### src/rtl/mux_4t1_rr_arbiter_pkg.sv
// Shared definitions for the 4-requester round-robin mux arbiter:
// FSM encodings, requester count and the rotating winner search.
package mux_4t1_rr_arbiter_pkg;

    localparam int N_REQ = 4;

    typedef enum logic {
        ST_IDLE  = 1'b0,
        ST_GRANT = 1'b1
    } state_t;

    // First set bit of req scanning start, start+1, ... (mod 4).
    function automatic logic [1:0] rr_pick(
        input logic [N_REQ-1:0] req,
        input logic [1:0]       start
    );
        logic [1:0] idx;
        rr_pick = start;
        for (int k = N_REQ - 1; k >= 0; k--) begin
            idx = start + 2'(k);
            if (req[idx]) rr_pick = idx;
        end
    endfunction

endpackage

### src/rtl/mux_4t1_rr_arbiter_mux.sv
// W-wide 4-to-1 datapath multiplexer steered by the arbiter select.
module mux_4t1_w #(
    parameter int W = 1
) (
    input  logic [W-1:0] I0,
    input  logic [W-1:0] I1,
    input  logic [W-1:0] I2,
    input  logic [W-1:0] I3,
    input  logic [1:0]   Sel,
    output logic [W-1:0] S
);

    always_comb begin
        S = I0;
        unique case (Sel)
            2'd0: S = I0;
            2'd1: S = I1;
            2'd2: S = I2;
            2'd3: S = I3;
        endcase
    end

endmodule

### src/rtl/mux_4t1_rr_arbiter.sv
// Round-robin arbiter sharing one 4-to-1 mux among four requesters.
// Optional grant hold limit enabled by defining ARB_HOLD_LIMIT_EN.
module mux_4t1_rr_arbiter
    import mux_4t1_rr_arbiter_pkg::*;
#(
    parameter int W        = 1,
    parameter int MAX_HOLD = 8
) (
    input  logic             clk,
    input  logic             rst,
    input  logic [N_REQ-1:0] Req,
    input  logic [W-1:0]     I0,
    input  logic [W-1:0]     I1,
    input  logic [W-1:0]     I2,
    input  logic [W-1:0]     I3,
    output logic [N_REQ-1:0] Gnt,
    output logic [1:0]       Sel,
    output logic             Valid,
    output logic [W-1:0]     S
);

    state_t           r_state;
    state_t           w_state_nx;
    logic [1:0]       r_ptr;
    logic [1:0]       w_ptr_nx;
    logic [1:0]       r_sel;
    logic [1:0]       w_sel_nx;
    logic             r_valid;
    logic             w_valid_nx;
    logic [N_REQ-1:0] r_gnt;
    logic [N_REQ-1:0] w_others;
    logic             w_new;
    logic             w_limit;
    logic [W-1:0]     w_mux;

    assign w_others = Req & ~(N_REQ'(1) << r_sel);

`ifdef ARB_HOLD_LIMIT_EN
    localparam int CW = $clog2(MAX_HOLD) + 1;

    logic [CW-1:0] r_cnt;
    logic          w_cnt_top;

    assign w_cnt_top = (r_cnt == CW'(MAX_HOLD - 1));
    assign w_limit   = (r_state == ST_GRANT) && w_cnt_top && (|w_others);

    // Saturates at the limit so a lone owner keeps its grant.
    always_ff @(posedge clk) begin
        if (rst) begin
            r_cnt <= '0;
        end else if (w_new) begin
            r_cnt <= '0;
        end else if (r_state == ST_GRANT && !w_cnt_top) begin
            r_cnt <= r_cnt + CW'(1);
        end
    end
`else
    logic w_unused_hold;

    assign w_unused_hold = (MAX_HOLD > 0);
    assign w_limit       = 1'b0;
`endif

    always_comb begin
        w_state_nx = r_state;
        w_ptr_nx   = r_ptr;
        w_sel_nx   = r_sel;
        w_valid_nx = r_valid;
        w_new      = 1'b0;
        unique case (r_state)
            ST_IDLE: begin
                if (|Req) begin
                    w_sel_nx   = rr_pick(Req, r_ptr);
                    w_valid_nx = 1'b1;
                    w_new      = 1'b1;
                    w_state_nx = ST_GRANT;
                end
            end
            ST_GRANT: begin
                // Release or forced revoke: rearbitrate from owner+1.
                if (!Req[r_sel] || w_limit) begin
                    w_ptr_nx = r_sel + 2'd1;
                    if (|w_others) begin
                        w_sel_nx = rr_pick(w_others, r_sel + 2'd1);
                        w_new    = 1'b1;
                    end else begin
                        w_valid_nx = 1'b0;
                        w_state_nx = ST_IDLE;
                    end
                end
            end
        endcase
    end

    always_ff @(posedge clk) begin
        if (rst) begin
            r_state <= ST_IDLE;
            r_ptr   <= 2'd0;
            r_sel   <= 2'd0;
            r_valid <= 1'b0;
            r_gnt   <= '0;
        end else begin
            r_state <= w_state_nx;
            r_ptr   <= w_ptr_nx;
            r_sel   <= w_sel_nx;
            r_valid <= w_valid_nx;
            r_gnt   <= w_valid_nx ? (N_REQ'(1) << w_sel_nx) : '0;
        end
    end

    mux_4t1_w #(
        .W(W)
    ) u_mux (
        .I0 (I0),
        .I1 (I1),
        .I2 (I2),
        .I3 (I3),
        .Sel(r_sel),
        .S  (w_mux)
    );

    assign Gnt   = r_gnt;
    assign Sel   = r_sel;
    assign Valid = r_valid;
    assign S     = r_valid ? w_mux : '0;

endmodule

### config.mk
export PLATFORM = sky130hd
export DESIGN_NAME = mux_4t1_rr_arbiter
export DESIGN_NICKNAME = d
export VERILOG_FILES = /design/src/rtl/mux_4t1_rr_arbiter_pkg.sv /design/src/rtl/mux_4t1_rr_arbiter_mux.sv /design/src/rtl/mux_4t1_rr_arbiter.sv
export SDC_FILE = /design/constraint.sdc
export NUM_CORES = 1
export LEC_CHECK = 0
export ABC_CLOCK_PERIOD_IN_PS = 2600
export CELL_PAD_IN_SITES_DETAIL_PLACEMENT = 1
export CELL_PAD_IN_SITES_GLOBAL_PLACEMENT = 1
export CORE_UTILIZATION = 32
export DETAILED_ROUTE_END_ITERATION = 6
export GPL_ROUTABILITY_DRIVEN = 0
export PLACE_DENSITY = 0.82
export SLEW_MARGIN = 10
export SYNTH_ARGS = -nofsm -noshare
export SYNTH_HDL_FRONTEND = slang
export SYNTH_SLANG_ARGS = --single-unit
### constraint.sdc
create_clock -name clk -period 2.6 [get_ports clk]
set_clock_uncertainty 0.2 [all_clocks]
set_input_delay 0.52 -clock clk [delete_from_list [all_inputs] [get_ports clk]]
set_output_delay 0.52 -clock clk [all_outputs]
set_load 0.02 [all_outputs]
==> flow_summary.yaml <==
detailed_routing:
  drcViolationCount: 0
  dr.pass1.iters: 5
  drtAntennaViolNets: 0
  viasPerCell: 5.624
  routedWlPerCell_um: 16.59
  initialDrtViolationCount: 33
  routed-via-count: 883
  wirelength_mm: 2.604
logic_synthesis:
  dominant_combinational_cell_family_by_area_after_synthesis: "simple AND/OR/NAND/NOR gates"
  synth_most_common_cell: "sky130_fd_sc_hd__dfxtp_1"
  synth_nets: 108
  synth_top_area_share_pct: 24.81
  synth_async_sr_flop_share_pct: 0
  synth-compound-area-share_pct: 26.20
  ys_top_cells_by_area: "sky130_fd_sc_hd__dfxtp_1 25%, sky130_fd_sc_hd__ha_1 6.2%, sky130_fd_sc_hd__a21oi_1 5.6%, sky130_fd_sc_hd__mux4_2 5.6%, sky130_fd_sc_hd__nand2b_1 5.4%"
  syn_inst: 94
  synth-seq-cells: 10
  netlist.top_cell.by_area: "sky130_fd_sc_hd__dfxtp_1"
  yosysWarnings: 0
  synth_sequential_area_ratio_pct: 24.81
  synth_mux_area_share_pct: 6.822
  yosys-top-cells-count: "10 x sky130_fd_sc_hd__dfxtp_1, 9 x sky130_fd_sc_hd__a21oi_1, 7 x sky130_fd_sc_hd__inv_1, 7 x sky130_fd_sc_hd__nand2_1, 7 x sky130_fd_sc_hd__nand2b_1"
  mappedNetlistArea_um2: 807.0
  synth-adder-area-share_pct: 6.202
  synthSimpleGateAreaFrac_pct: 30.39
  ys.flop_type: "sky130_fd_sc_hd__dfxtp_1"
  synth_enable_flop_cells: 0
  syn_avg_cell_area_um2: 8.585
  synth.distinct_cells: 38
  post_synth_xor_area_fraction_pct: 0
die:
  pin_count: 18
  num_rows: 17
  die_area_um2: 2727
  initial_utilization_pct: 35.13
  die_x_um: 52.22
  core_area_um2: 2297
  fp.dieH_um: 52.22
run:
  cap_viol_max_count: 0
critical_path:
  timing.critical_path.from: "Req[3]"
  crit_chain: "clkdlybuf4s50_1 -> and2b_2 -> nand2_1 -> mux4_2 -> a31oi_2 -> nor4b_2"
  stage_delay_of_the_slowest_cell_on_the_critical_path_ns: 0.63
  r2r.worst_path.cells: 7
  timing.reg2reg.setup_slack_ns: 0.09
  critPathArrivalTime_ns: 2.49
  timing.setup.critical_path_class: "in2reg"
  crit_path_end: "Gnt[2]"
  end_kind: "register"
  regToRegEndpoint: "Gnt[2]"
  critical_path_startpoint_category: "input pin"
  reg2reg_from: "Sel[0]"
  critPathSlowestCell: "sky130_fd_sc_hd__clkdlybuf4s50_1"
  crit_fanout: 9
  required_ns: 2.58
cts:
  cts-htree-levels: 1
  clk_transition_reported_paths_ns: 0.07
  cts_tree: "yes"
  postCtsHoldBufs: 0
  cts_buffers: 3
  cts_root_buffer: "sky130_fd_sc_hd__clkbuf_4"
  cts.repair_timing.setup_buffer_count: 0
  cts_max_path_buffers: 2
  clock_latency_ns: 0.27
  tritoncts_sink_count: 10
power_and_ir_drop:
  vdd_ir_drop_max_mv: 0.4323
  switching_power_uw: 217.4
  powerDensity_nw_per_um2: 529.1
  power.total_uw: 612.4
  internal_power_uw: 395.0
  static-leakage-power_uw: 0.0004645
  power_frac_seq_pct: 29.8
  pwr-share-clk_pct: 23.5
  p_sw_share_pct: 35.50
  p_comb_share_pct: 46.7
finish:
  register_area_um2: 202.7
  drive_above_1_share_pct: 30.23
  area_of_combinational_cells_with_multiple_inputs_um2: 573.1
  n_fill_cell: 295
  diodes: 0
  layout.nets: 144
  syn_to_final_growth_pct: 43.41
  final_non_filler_cell_total: 157
sta:
  achievable-frequency_ghz: 0.3982
  grt_setup_unrepaired: "false"
  layout_worst_path_cycle_share_pct: 96.59
  drv_slew: 0
  worstMarginPinSlew_ns: 0.5291
  fin_crit_ns: 2.511
  finalHoldViolCount: 0
  setup-violations-final: 0
  max_slew_margin_pct: 64.72
worst_hold_path:
  min-delay-path-class: "reg2reg"
  timing.hold.worst_path_depth: 2
global_route:
  global_route.overflow_total: 0
  grtUsageTotal_pct: 21.70
  pin_count_of_the_biggest_net_entering_global_routing: 10
  grt_pass1_wl_mm: 4.284
  via_count_of_the_first_global_routing_pass: 898
  number_of_antenna_violations_at_the_first_check_in_global_routing: 0
placed_design:
  dp.final_hpwl_mm: 2.119
  place.port_buffers: 17
  post-place-cells: 153
status:
  outcome: "finished clean"
==> cells by family (layout without fill, tap and decap cells) <==
logic type / Yosys count / after routing
AND/OR/NAND/NOR: 37 / 37
adder cells (fa/ha/maj): 4 / 4
AO/OA/AOI/OAI: 31 / 31
buffers and inverters: 9 / 44
flip-flops: 10 / 10
multiplexers: 3 / 3
==> cell type report <==
| cell class | count | area share (%) |
|---|---|---|
| Multi-Input combinational cell | 75 | 49.51 |
| Sequential cell | 10 | 17.51 |
| Tap cell | 28 | 3.027 |
| Timing Repair Buffer | 33 | 24.54 |
| Clock buffer | 4 | 3.135 |
| Inverter | 7 | 2.270 |
==> worst max-delay path, delay by kind of cell <==
| kind | cells | cell delay, ns |
|---|---|---|
| buffers and inverters | 1 | 0.63 |
| AND/OR/NAND/NOR | 3 | 0.57 |
| multiplexers | 1 | 0.50 |
| AO/OA/AOI/OAI | 1 | 0.26 |
==> layout by cell type, fill, tap and decap left out, types with 2 or more instances in the layout <==
master	synthesis	layout
sky130_fd_sc_hd__buf_4	1	16
sky130_fd_sc_hd__dfxtp_2	0	2
sky130_fd_sc_hd__inv_1	7	7
sky130_fd_sc_hd__a211oi_1	4	4
sky130_fd_sc_hd__clkbuf_4	0	3
sky130_fd_sc_hd__clkdlybuf4s50_1	0	15
sky130_fd_sc_hd__o21ai_0	4	4
sky130_fd_sc_hd__and2b_2	4	4
sky130_fd_sc_hd__a21oi_1	9	9
sky130_fd_sc_hd__mux4_2	2	2
sky130_fd_sc_hd__a31oi_2	1	2
sky130_fd_sc_hd__nand2_1	7	7
sky130_fd_sc_hd__nor2_1	5	5
sky130_fd_sc_hd__ha_1	4	4
sky130_fd_sc_hd__dfxtp_1	10	8
sky130_fd_sc_hd__o31ai_1	2	2
sky130_fd_sc_hd__nor2b_1	2	2
sky130_fd_sc_hd__a221oi_1	2	2
sky130_fd_sc_hd__nand2b_1	7	7
==> routing by layer <==
layer | up-vias | global-route usage [%] | wire length (um)
met5 | - | 0 | 0
met1 | 432 | 25.75 | 1109
li1 | 424 | - | -
met2 | 25 | 39.32 | 1383
met4 | 0 | 3.947 | 8
met3 | 2 | 5.507 | 102
==> timing repair <==
item	in CTS	in global routing
pin swaps	0	0
endpoints found under the hold margin	0	0
setup endpoints to repair	2	3
resized for setup	4	4
==> power groups by stage <==
stage                     Clock [uW]  Combinational, uW  Sequential (uW)
after detailed placement           0                280              186
after global routing             156                309              185
after floorplan                    0                147              198
after global placement             0                267              184
after CTS                        144                280              182
final                            144                286              182
==> sequential cells by signal, indices dropped and copies added, names as in the netlist <==
name / count
Sel: 2
Valid: 1
Gnt: 4
r_state: 1
r_ptr: 2
==> worst min-delay path by stage <==
stage              from       end  slack (ns)
2_1_floorplan   r_state   r_state        0.28
3_3_place_gp    r_state   r_state        0.32
3_5_place_dp   r_ptr[1]  r_ptr[1]        0.34
4_1_cts        r_ptr[0]  r_ptr[0]        0.35
5_1_grt        r_ptr[0]  r_ptr[0]        0.39
6_report       r_ptr[0]  r_ptr[0]        0.34
==> through the flow <==
stage | worst slack, ns | instance area (um2) | util [%] | setup TNS [ns] | hold WS, ns
2_1_floorplan | 0.01886 | 807.0 | - | 0 | 0.2782
3_3_place_gp | -0.1791 | 1114 | 48.47 | -0.6959 | 0.3168
3_5_place_dp | -0.2909 | 1114 | 48.47 | -1.022 | 0.3416
4_1_cts | 0.004889 | 1150 | 50.05 | 0 | 0.3512
5_1_grt | 0.01781 | 1157 | 50.38 | 0 | 0.3877
6_report | 0.08857 | 1157 | 50.38 | 0 | 0.3443
Power figures use the tool's default switching activity.
